### src/rtl/adder_pkg.sv
`default_nettype none
// +------------------------------------------------------------------+
// | adder_pkg : shared types and sizing helpers for multicycle_adder |
// | Rev 1.0                                                          |
// +------------------------------------------------------------------+
package adder_pkg;

  typedef enum logic [1:0] {
    IDLE = 2'd0,
    BUSY = 2'd1,
    DONE = 2'd2
  } state_t;

  function automatic int nchunk(input int width, input int chunk);
    return (chunk < 1) ? 1 : width / chunk;
  endfunction

  // A single-chunk configuration still needs a 1-bit counter to exist.
  function automatic int cnt_width(input int width, input int chunk);
    int n;
    n = nchunk(width, chunk);
    return (n <= 1) ? 1 : $clog2(n);
  endfunction

  function automatic bit cfg_ok(input int width, input int chunk);
    return (chunk >= 1) && (width >= chunk) && ((width % chunk) == 0);
  endfunction

endpackage
`default_nettype wire

### src/rtl/chunk_adder.sv
`default_nettype none
// +------------------------------------------------------------------+
// | chunk_adder : combinational ripple adder of one_bit_adder cells  |
// | Rev 1.0                                                          |
// +------------------------------------------------------------------+
module one_bit_adder (
  input  logic a,
  input  logic b,
  input  logic cin,
  output logic s,
  output logic cout
);
  assign s    = a ^ b ^ cin;
  assign cout = (a & b) | (cin & (a ^ b));
endmodule

module chunk_adder #(
  parameter int CHUNK = 4
) (
  input  logic [CHUNK-1:0] a,
  input  logic [CHUNK-1:0] b,
  input  logic             cin,
  output logic [CHUNK-1:0] s,
  output logic             cout,
  output logic             cmsb
);
  logic [CHUNK:0] w_c;

  assign w_c[0] = cin;

  for (genvar i = 0; i < CHUNK; i++) begin : g_bit
    one_bit_adder u_fa (
      .a    (a[i]),
      .b    (b[i]),
      .cin  (w_c[i]),
      .s    (s[i]),
      .cout (w_c[i+1])
    );
  end

  assign cout = w_c[CHUNK];
  // Carry into the chunk MSB; only meaningful for the top chunk (overflow).
  assign cmsb = w_c[CHUNK-1];
endmodule
`default_nettype wire

### src/rtl/multicycle_adder.sv
`default_nettype none
// +------------------------------------------------------------------+
// | multicycle_adder : add/sub of WIDTH bits, CHUNK bits per cycle   |
// | Rev 1.0                                                          |
// +------------------------------------------------------------------+
module multicycle_adder
  import adder_pkg::*;
#(
  parameter int WIDTH = 16,
  parameter int CHUNK = 4
) (
  input  logic             clk,
  input  logic             rst,
  input  logic             in_valid,
  output logic             in_ready,
  input  logic [WIDTH-1:0] a,
  input  logic [WIDTH-1:0] b,
  input  logic             cin,
  input  logic             sub,
  output logic             out_valid,
  input  logic             out_ready,
  output logic [WIDTH-1:0] s,
  output logic             cout,
  output logic             ovf
);
  localparam int c_NCHUNK = nchunk(WIDTH, CHUNK);
  localparam int c_KW     = cnt_width(WIDTH, CHUNK);

  if (!cfg_ok(WIDTH, CHUNK)) begin : g_cfg_err
    $error("multicycle_adder: WIDTH must be a positive multiple of CHUNK");
  end

  state_t             r_state, w_next;
  logic [c_KW-1:0]    r_k;
  logic [WIDTH-1:0]   r_a, r_b, r_s;
  logic               r_c, r_cout, r_ovf;
  logic               w_load, w_last;
  logic [CHUNK-1:0]   w_sum;
  logic               w_co, w_cmsb;

  assign w_last = (r_k == c_KW'(c_NCHUNK - 1));

  // One adder slice, time-multiplexed across chunks by r_k.
  chunk_adder #(.CHUNK(CHUNK)) u_chunk (
    .a    (r_a[r_k*CHUNK +: CHUNK]),
    .b    (r_b[r_k*CHUNK +: CHUNK]),
    .cin  (r_c),
    .s    (w_sum),
    .cout (w_co),
    .cmsb (w_cmsb)
  );

  always_ff @(posedge clk) begin
    if (rst) r_state <= IDLE;
    else     r_state <= w_next;
  end

  always_comb begin
    w_next    = r_state;
    in_ready  = 1'b0;
    out_valid = 1'b0;
    w_load    = 1'b0;
    unique case (r_state)
      IDLE: begin
        in_ready = 1'b1;
        if (in_valid) begin
          w_load = 1'b1;
          w_next = BUSY;
        end
      end
      BUSY: begin
        if (w_last) w_next = DONE;
      end
      DONE: begin
        out_valid = 1'b1;
        in_ready  = out_ready;
        if (out_ready) begin
          w_load = in_valid;
          w_next = in_valid ? BUSY : IDLE;
        end
      end
      default: w_next = IDLE;
    endcase
    // Never advertise readiness while reset is asserted.
    if (rst) begin
      in_ready = 1'b0;
      w_load   = 1'b0;
    end
  end

  always_ff @(posedge clk) begin
    if (rst) begin
      r_k    <= '0;
      r_a    <= '0;
      r_b    <= '0;
      r_c    <= 1'b0;
      r_s    <= '0;
      r_cout <= 1'b0;
      r_ovf  <= 1'b0;
    end else if (w_load) begin
      r_a <= a;
      r_b <= sub ? ~b : b;
      r_c <= cin ^ sub;
      r_k <= '0;
    end else if (r_state == BUSY) begin
      r_s[r_k*CHUNK +: CHUNK] <= w_sum;
      r_c <= w_co;
      r_k <= w_last ? '0 : r_k + 1'b1;
      if (w_last) begin
        r_cout <= w_co;
        r_ovf  <= w_cmsb ^ w_co;
      end
    end
  end

  assign s    = r_s;
  assign cout = r_cout;
  assign ovf  = r_ovf;
endmodule
`default_nettype wire

### config.mk
export PLATFORM = sky130hd
export DESIGN_NAME = multicycle_adder
export DESIGN_NICKNAME = d
export VERILOG_FILES = /design/src/rtl/adder_pkg.sv /design/src/rtl/chunk_adder.sv /design/src/rtl/multicycle_adder.sv
export SDC_FILE = /design/constraint.sdc
export NUM_CORES = 1
export LEC_CHECK = 0
export ABC_AREA = 1
export BUFFER_PORTS_ARGS = -buffer_cell sky130_fd_sc_hd__buf_2
export CORE_MARGIN = 5
export CORE_UTILIZATION = 45
export CTS_CLUSTER_SIZE = 8
export DETAILED_ROUTE_END_ITERATION = 8
export PLACE_DENSITY = 0.69
export SYNTH_ARGS = -nofsm -noshare
export SYNTH_HDL_FRONTEND = slang
export SYNTH_HIERARCHICAL = 1
export SYNTH_SLANG_ARGS = --single-unit
### constraint.sdc
create_clock -name clk -period 7.4 [get_ports clk]
set_input_delay 1.48 -clock clk [delete_from_list [all_inputs] [get_ports clk]]
set_output_delay 1.48 -clock clk [all_outputs]
set_load 0.1 [all_outputs]
* Yosys cells after proc, flatten, opt, wreduce, memory -nomap -nowiden
Index checks and enable logic that the tools add are counted.
Widths: inputs -> output; s select.
** Cells by class
- $add $sub $neg :: 2
- Eq/ne operators :: 6
- Shift-type cells :: 4
- Muxes and demuxes :: 17
- Bitwise gates (word level) :: 24
- Reduce and logical (&&, ||, !) cells :: 6
** Operator list (count)
- $neg 4->34 :: 1
- $shift 4x34->16 const A :: 1
- $shiftx 4x34->16 :: 1
- $shiftx 16x5->4 :: 2
- $bwmux 16 :: 1
- $mux 16 :: 1
- $not 16->16 :: 1
- $xor 1x1->1 :: 10
- $and 1x1->1 :: 8
- $mux 1 :: 8
- $mux 2 :: 4
- $ne 2x2->1 const B :: 3
- $pmux 2 s3 :: 1
- $reduce_and 3->1 :: 2
- $eq 2x2->1 const B :: 2
- $or 1x1->1 :: 4
- $pmux 1 s2 :: 2
- $add 2x1->2 const B :: 1
- $eq 2x1->1 const B :: 1
- $logic_not 2->1 :: 1
- $reduce_and 2->1 :: 1
- $reduce_bool 2->1 :: 1
- $reduce_or 2->1 :: 1
- $not 1->1 :: 1
** Storage, ports and cells
- Register bits :: 55
- Bits of input ports :: 38
- Output and inout bits :: 20
- Logic and storage cells :: 67

* Depth between registers and ports, before layout
Gate-level depths: netlist of the first run.
- Depth in word-level cells :: 12
- Depth in mapped cells :: 15
- Gate-level depth less buffers :: 13

* Hierarchy
Netlist of the first run, hierarchy kept.
** Modules (own cells, without submodules)
- multicycle_adder :: times used 1, cells each 364, area an instance 2557.5 µm², seq. area each 1101.1 µm²
- one_bit_adder :: times used 4, cells each 1, area an instance 20.0 µm², seq. area each 0.0 µm²

* Least setup slack after synthesis of the first run
Ideal clock, no wire load.
- Kind :: input to output
- Start :: input out_ready
- End :: output in_ready
- Arrival time :: 3666 ps
- Required time :: 5920 ps
- Path slack :: 2254 ps
- Stages :: 4
- Path buffers :: 0
- Cell sequence :: inv_1 -> nand2_1 -> inv_1 -> nor3_1
** Between the ends
- Longest elaborated chain between the ends :: 2
** RTL lines
- start: declaration :: line multicycle_adder.sv:21 : input logic out_ready,
- $pmux 1 s2 :: line multicycle_adder.sv:63 : unique case (r_state)
- $mux 1 :: line multicycle_adder.sv:85 : if (rst) begin
- end: declaration :: line multicycle_adder.sv:15 : output logic in_ready,
No other way between the ends.

* Worst setup path in the final report of the first run
Ends and elaborated chain as after synthesis.

==> results of run 1 <==
-- critical path: stages --
cell	delay, ns
sky130_fd_sc_hd__buf_2	0.07
sky130_fd_sc_hd__inv_1	0.04
sky130_fd_sc_hd__nand2_1	0.09
sky130_fd_sc_hd__inv_1	0.06
sky130_fd_sc_hd__nor3_1	0.12
sky130_fd_sc_hd__buf_2	0.45
-- synthesized netlist by cell type, drive strengths merged --
library cell  instances
fa                    4
o22ai                 8
clkbuf                2
nand4                 1
buf                  15
o21ai                38
nand3                15
nor2                 52
ha                    6
xnor2                12
nand2               115
inv                  28
a21oi                11
xor2                  5
nor3                  1
dfxtp                55
-- state kept, by name (all words and copies together), names as in the netlist --
| name | cells |
|---|---|
| cout | 1 |
| ovf | 1 |
| r_a | 16 |
| r_b | 16 |
| r_c | 1 |
| r_k | 2 |
| r_state | 2 |
| s | 16 |
-- how the worst max path moves through the flow --
stage,to,start,slack [ns]
floorplan,in_ready,out_ready,2.25
detailed placement,in_ready,out_ready,3.61
finish,in_ready,out_ready,3.60
global placement,in_ready,rst,3.63
CTS,in_ready,out_ready,3.61
global route,s[7],r_k[0],3.26
-- layout make-up --
type / instances / area share
timing repair buffer: 57 / 0.0942
clock buffer: 5 / 0.0227
tap: 72 / 0.0298
clock inverter: 3 / 0.0157
sequential: 55 / 0.364
multi-input combinational: 268 / 0.439
inverter: 28 / 0.0347
-- stage by stage --
stage	hold WS [ns]	setup slack, ns
after floorplan	0.414	2.25
after detailed placement	0.433	3.61
after CTS	0.453	3.61
final	0.451	3.60
after global routing	0.471	3.26
after global placement	0.434	3.63
-- where the power goes --
| group | total [W] | internal, W | switching [W] | leakage (nW) |
|---|---|---|---|---|
| logic | 0.000121 | 0.0000399 | 0.0000813 | 0.979 |
| registers | 0.000325 | 0.000313 | 0.0000117 | 0.450 |
| clock network | 0.000201 | 0.000103 | 0.0000982 | 0.0587 |
| total | 0.000647 | 0.000456 | 0.000191 | 1.49 |
-- cell families (layout without fill, tap and decap cells) --
| logic type | after synthesis | count (layout) | share of synthesized area |
|---|---|---|---|
| AOI/OAI and AO/OA | 57 | 57 | 0.112 |
| buffers and inverters | 45 | 93 | 0.0783 |
| and+or+nand+nor | 184 | 184 | 0.277 |
| xor gates and xnor gates | 17 | 17 | 0.0565 |
| adders and majority gates | 10 | 10 | 0.0588 |
| DFF | 55 | 55 | 0.417 |
-- metal layers --
layer  routed length, um  part of all wire
met1                2520              0.46
met2                2650              0.48
met3                 257             0.047
met4                  89             0.016
met5                   0                 0
==> impl_results.md, run 1 <==
* Total clock buffers created by CTS at 5
* Wire length of the first global-routing pass at approximately 9600 um
* Terminating pin of the worst hold path: r_a[6]
* Worst ir drop on vdd at 0.0000932 V
* CTS Hold Buffers Added at 0
* Min-Delay Path Class: flip-flop to flip-flop
* Post-CTS Setup Repair Bufs at 0
* CTS root buf: sky130_fd_sc_hd__clkbuf_8
* Number of sinks driven by the clock tree at 55
* Antenna Nets Post-Route at 0
* Result of the run: finished, final reports clean
* Number of port buffers at 57
* PnR Total Power at around 0.00065 W
* Achievable frequency at 263 MHz
* Antenna violations before repair at 0
* Highest fanout seen on the critical path at 3
* Reg-to-reg slack, setup at between 3 and 4 ns
* Final number of hold-violating endpoints at 0
* R2r endpoint: s[7]
* Last weighted congestion value of the routability-driven placer at about 0.77
* Vias in the first global route at roughly 2200
* Post-synthesis cell type count at 23
* Post-Syn Nets at between 400 and 500
* Storage cell area at about 1100 um^2
* Type of the worst setup path: input port to output port
* Final period utilization at 0.513
* Core Rows at 27
* Yosys warnings at 6
* Met1 usage in global routing at 0.192
* Number of vias per cell at 4.75
* Post-route setup TNS at 0 ns
* Post-Layout Inst Area at 3030 um^2
* Area growth from synthesis to layout at 14.8%
* Syn avg cell area at between 7 and 8 um^2
* Detailed placement HPWL at around 4200 um
* Layout cells sized above 1 at 0.173
* Met2 Usage GRT at 0.277
* Critical Path Sink Type: output port
* Post-Route Skew at around 0.0067 ns
* Overall overflow remaining after global route at 0
* Least-Margin Pin Slew at between 0.8 and 0.9 ns
* Placeable core region at approximately 5600 um^2
* Area fraction of the dominant cell type after synthesis at 0.417
* Type of element launching the critical path: input port
* Arr. time, crit path at between 2 and 2.5 ns
* TritonCTS clock tree: yes
* Most used cells in the layout excluding fill and tap cells: sky130_fd_sc_hd__nand2_1, sky130_fd_sc_hd__buf_2, sky130_fd_sc_hd__dfxtp_1
* Die footprint at 7490 um^2
* Post-DP Area at between 2000 and 3000 um^2
* Number of cells produced by synthesis at about 370
* Number of cells on the worst reg-to-reg path at 13
* GRT Util Overall at 0.158
* Die Height at slightly below 90 um
* Crit path required time at about 6 ns
* Clock-pin transition on the worst setup and hold timing paths at about 0.09 ns
* Initial core utilization at 0.470
* Final period demand of the worst path at between 3 and 4 ns
* Post-route DRC violation count at 0
* Final-report max-slew violation count at 0
* Area leader, netlist: sky130_fd_sc_hd__dfxtp_1
* Area of the multi-input gates at 1330 um^2
* Final net count at 463
* Cell area after synthesis at 2640 um^2
* Vias post-DR at between 2000 and 2500
* Latest clock arrival within the worst-skew pair at between 0.3 and 0.4 ns
* Leading cell type in the layout, fill and taps excluded: sky130_fd_sc_hd__nand2_1
* Setup repair after global routing missed its margin: no
* Area contributors post-synth: sky130_fd_sc_hd__dfxtp_1, sky130_fd_sc_hd__nand2_1, sky130_fd_sc_hd__o21ai_0
* Fraction of the yosys area taken by sequential cells at 0.417
* Detailed Routing Iterations Pass 1 at 4
* Pin count of the biggest net entering global routing at 27
* Diode insertion count for antenna repair at 0
* Number of setup violations in the final report at 0
* Final core utilization at 0.540
* Chip width at approximately 87 um
* Cell Count Post-Placement at between 400 and 500
* Most utilized layer in the global route result: met2
* Worst r2r src: r_k[0]
* Instance count along the most critical hold path at 2
* Number of maximum-capacitance constraint violations at 0
* Filler instances at around 600
* Global routing usage on met3 at 0.0295
* Leak Pwr at 1.49 nW
* Number of gates resized after CTS at 0
* CTS Buffer Depth at 2
* Max transition margin at 0.452
* Yosys reg bits at 55
* Pwr per Cell Area at about 210 nW/um^2
* Mean routed wirelength per cell at roughly 11 um
* Worst min-delay path startpoint: r_a[6]
* Number of I/O pins at 58
* Post-layout instance count excluding filler cells at 488
* Number of design-rule violations left by the first detailed-router iteration at 122
* DRT Wirelength at 5510 um
* Maximum level of the CTS H-tree at 2
Power figures use the tool's default switching activity.
==> run 2: changes to the inputs <==
Clock period 7.4 ns to 3.5 ns, I/O delays scaled along.
==> run 2 against run 1 <==
Against the previous run:
- sequential power up 110%
- critical endpoint is now s[7]
- critical path depth increased by 8
- count of clock-buffer cells in the layout unchanged
==> impl_results.md, run 2 (synthesis gave the netlist of run 1 again) <==
* Diode insertion count for antenna repair at 0 (unchanged)
* Crit-path most repeated cell: sky130_fd_sc_hd__fa_1
* Die footprint at 7490 um^2 (unchanged)
* Number of port buffers at 57 (unchanged)
* Most used cells in the layout excluding fill and tap cells: sky130_fd_sc_hd__nand2_1, sky130_fd_sc_hd__buf_2, sky130_fd_sc_hd__dfxtp_1
* Combinational fraction of design power at 0.204 (+0.017)
* Pwr per Cell Area at 429 nW/um^2 (+100%)
* Number of setup violations in the final report at 0 (unchanged)
* Min-Delay Path Class: flip-flop to flip-flop
* Last weighted congestion value of the routability-driven placer at 0.854 (+11%)
* Post-route DRC violation count at 0 (unchanged)
* Least-Margin Pin Slew at 0.791 ns (-0.0303 ns)
* Final period demand of the worst path at about 3.1 ns
* Filler instances at 567 (-4.7%)
* Final-report max-slew violation count at 0 (unchanged)
* DRT Wirelength at 5830 um (+5.8%)
* Leading cell type in the layout, fill and taps excluded: sky130_fd_sc_hd__nand2_1
* Number of sinks driven by the clock tree at 55 (unchanged)
* Achievable frequency at roughly 320 MHz
* Core Rows at 27 (unchanged)
* Fin Hold WS at 0.454 ns (+0.00305 ns)
* Part of the total power dissipated in the clock network at 0.272 (-0.038)
* Max transition margin at 0.472 (+0.0202)
* Sequential fraction of design power at 0.524 (+0.022)
* Post-layout instance count excluding filler cells at 493 (+1.0%)
* Detailed placement HPWL at 4360 um (+3.5%)
* Initial core utilization at 0.470 (unchanged)
* Cells along the critical path: buf_4 > inv_2 > o21ai_0 > o22ai_1 > fa_1 > fa_1 > fa_1 > fa_1 > nand2_1 > nor2_2 > nand2_1 > nand2_1 > inv_1 > nor2_1
* Result of the run: finished, final reports clean
* PnR Total Power at 0.00131 W (+100%)
* Final number of hold-violating endpoints at 0 (unchanged)
* TritonCTS clock tree: yes
* NetSw at 0.000412 W (+120%)
* Final net count at 468 (+1.1%)
* Final core utilization at 0.543 (+0.00312)
* Number of maximum-capacitance constraint violations at 0 (unchanged)
* Clock-pin transition on the worst setup and hold timing paths at 0.10 ns (about the same)
* Area growth from synthesis to layout at 15.5%
* Number of vias per cell at 4.82 (+1.4%)
* Number of design-rule violations left by the first detailed-router iteration at 101 (-17%)
* Type of the worst setup path: flip-flop to flip-flop
* Final period utilization at 0.897
* Worst stage delay on the critical path at 0.53 ns (+0.08 ns)
* Maximum level of the CTS H-tree at 2 (unchanged)
* Post-CTS Setup Repair Bufs at 0 (unchanged)
* Highest fanout seen on the critical path at 14 (+11)
* Overall overflow remaining after global route at 0 (unchanged)
* CP max stage cell: sky130_fd_sc_hd__fa_1
* CTS root buf: sky130_fd_sc_hd__clkbuf_8
* Chip width at 86.6 um (unchanged)
* Mean routed wirelength per cell at 11.8 um (+4.7%)
* Leak Pwr at 1.50 nW (+1.1%)
* Pin count of the biggest net entering global routing at 24 (-11%)
* Placeable core region at 5610 um^2 (unchanged)
* Layout cells sized above 1 at 0.185 (+0.0122)
* CTS Hold Buffers Added at 0 (unchanged)
* GRT Util Overall at 0.166 (+0.00737)
* Latest clock arrival within the worst-skew pair at 0.31 ns (about the same)
* Post-Route Skew at 0.00802 ns (+0.00128 ns)
* Type of element launching the critical path: flip-flop
* Vias in the first global route at 2237 (-0.18%)
* Critical Path Sink Type: flip-flop
* Antenna Nets Post-Route at 0 (unchanged)
* Wire length of the first global-routing pass at 10100 um (+5.1%)
* Vias post-DR at 2375 (+2.4%)
* Worst ir drop on vdd at 0.000250 V (+170%)
* Internal cell power at 0.000896 W (+97%)
* Post-route setup TNS at 0 ns (unchanged)
* CTS Buffer Depth at 2 (unchanged)
* Number of I/O pins at 58 (unchanged)
* Die Height at 86.6 um (unchanged)
* Antenna violations before repair at 0 (unchanged)
* Setup repair after global routing missed its margin: no
* Total clock buffers created by CTS at 5 (unchanged)
* Number of gates resized after CTS at 0 (unchanged)
* Detailed Routing Iterations Pass 1 at 4 (unchanged)
* Cell Count Post-Placement at 485 (+1.0%)
* Crit path required time at 3.75 ns (-2.17 ns)
* Fraction of power spent switching nets at 0.315 (+0.0192)
* Arr. time, crit path at 3.39 ns (+1.07 ns)
==> run 2: path summary, 6_finish.rpt <==
path	startpoint	endpoint	slack, ns	depth (start not counted)
hold / removal	r_a[11]	r_a[11]	0.45	2
setup / recovery	r_k[0]	s[7]	0.36	14
hold reg to reg	r_a[11]	r_a[11]	0.45	2
setup reg to reg	r_k[0]	s[7]	0.36	14
==> run 2: routing by layer <==
metal  vias up  part of all wire  GRT usage
met5         -                 0          0
met4         0            0.0091     0.0382
met3         5             0.047     0.0361
met2        45              0.46      0.273
met1      1067              0.48      0.221
li1       1258                 -          -
==> run 2: stage by stage <==
step	cell area [um^2]	worst slack, ns
6_report	3050	0.361
5_1_grt	3050	0.0932
4_1_cts	3050	0.355
3_5_place_dp	2950	0.385
3_3_place_gp	2950	0.449
2_1_floorplan	2640	0.401
==> run 2: final cells by class <==
class                      count  area (um^2)  share of cell area
sequential                    55         1100               0.362
tap                           72         90.1              0.0296
inverter                      28          105              0.0345
clock inverter                 3         22.5             0.00740
clock buffer                   5         68.8              0.0226
multi-input combinational    268         1340               0.438
timing repair buffer          62          323               0.106
==> run 2: worst max-delay path: cells and delay by family (launching register included) <==
kind            cells  cell delay, ns
fa+ha+maj           4            1.78
simple gates        5            0.37
buf+inv             3            0.33
compound gates      2            0.27
flops               1            0.34
==> run 2: power by group through the flow <==
stage | sequential [W] | clock [W] | combinational, W
finish | 0.000685 | 0.000356 | 0.000266
global route | 0.000690 | 0.000389 | 0.000303
CTS | 0.000685 | 0.000368 | 0.000268
detailed placement | 0.000699 | 0 | 0.000267
global placement | 0.000699 | 0 | 0.000264
floorplan | 0.000739 | 0 | 0.000163
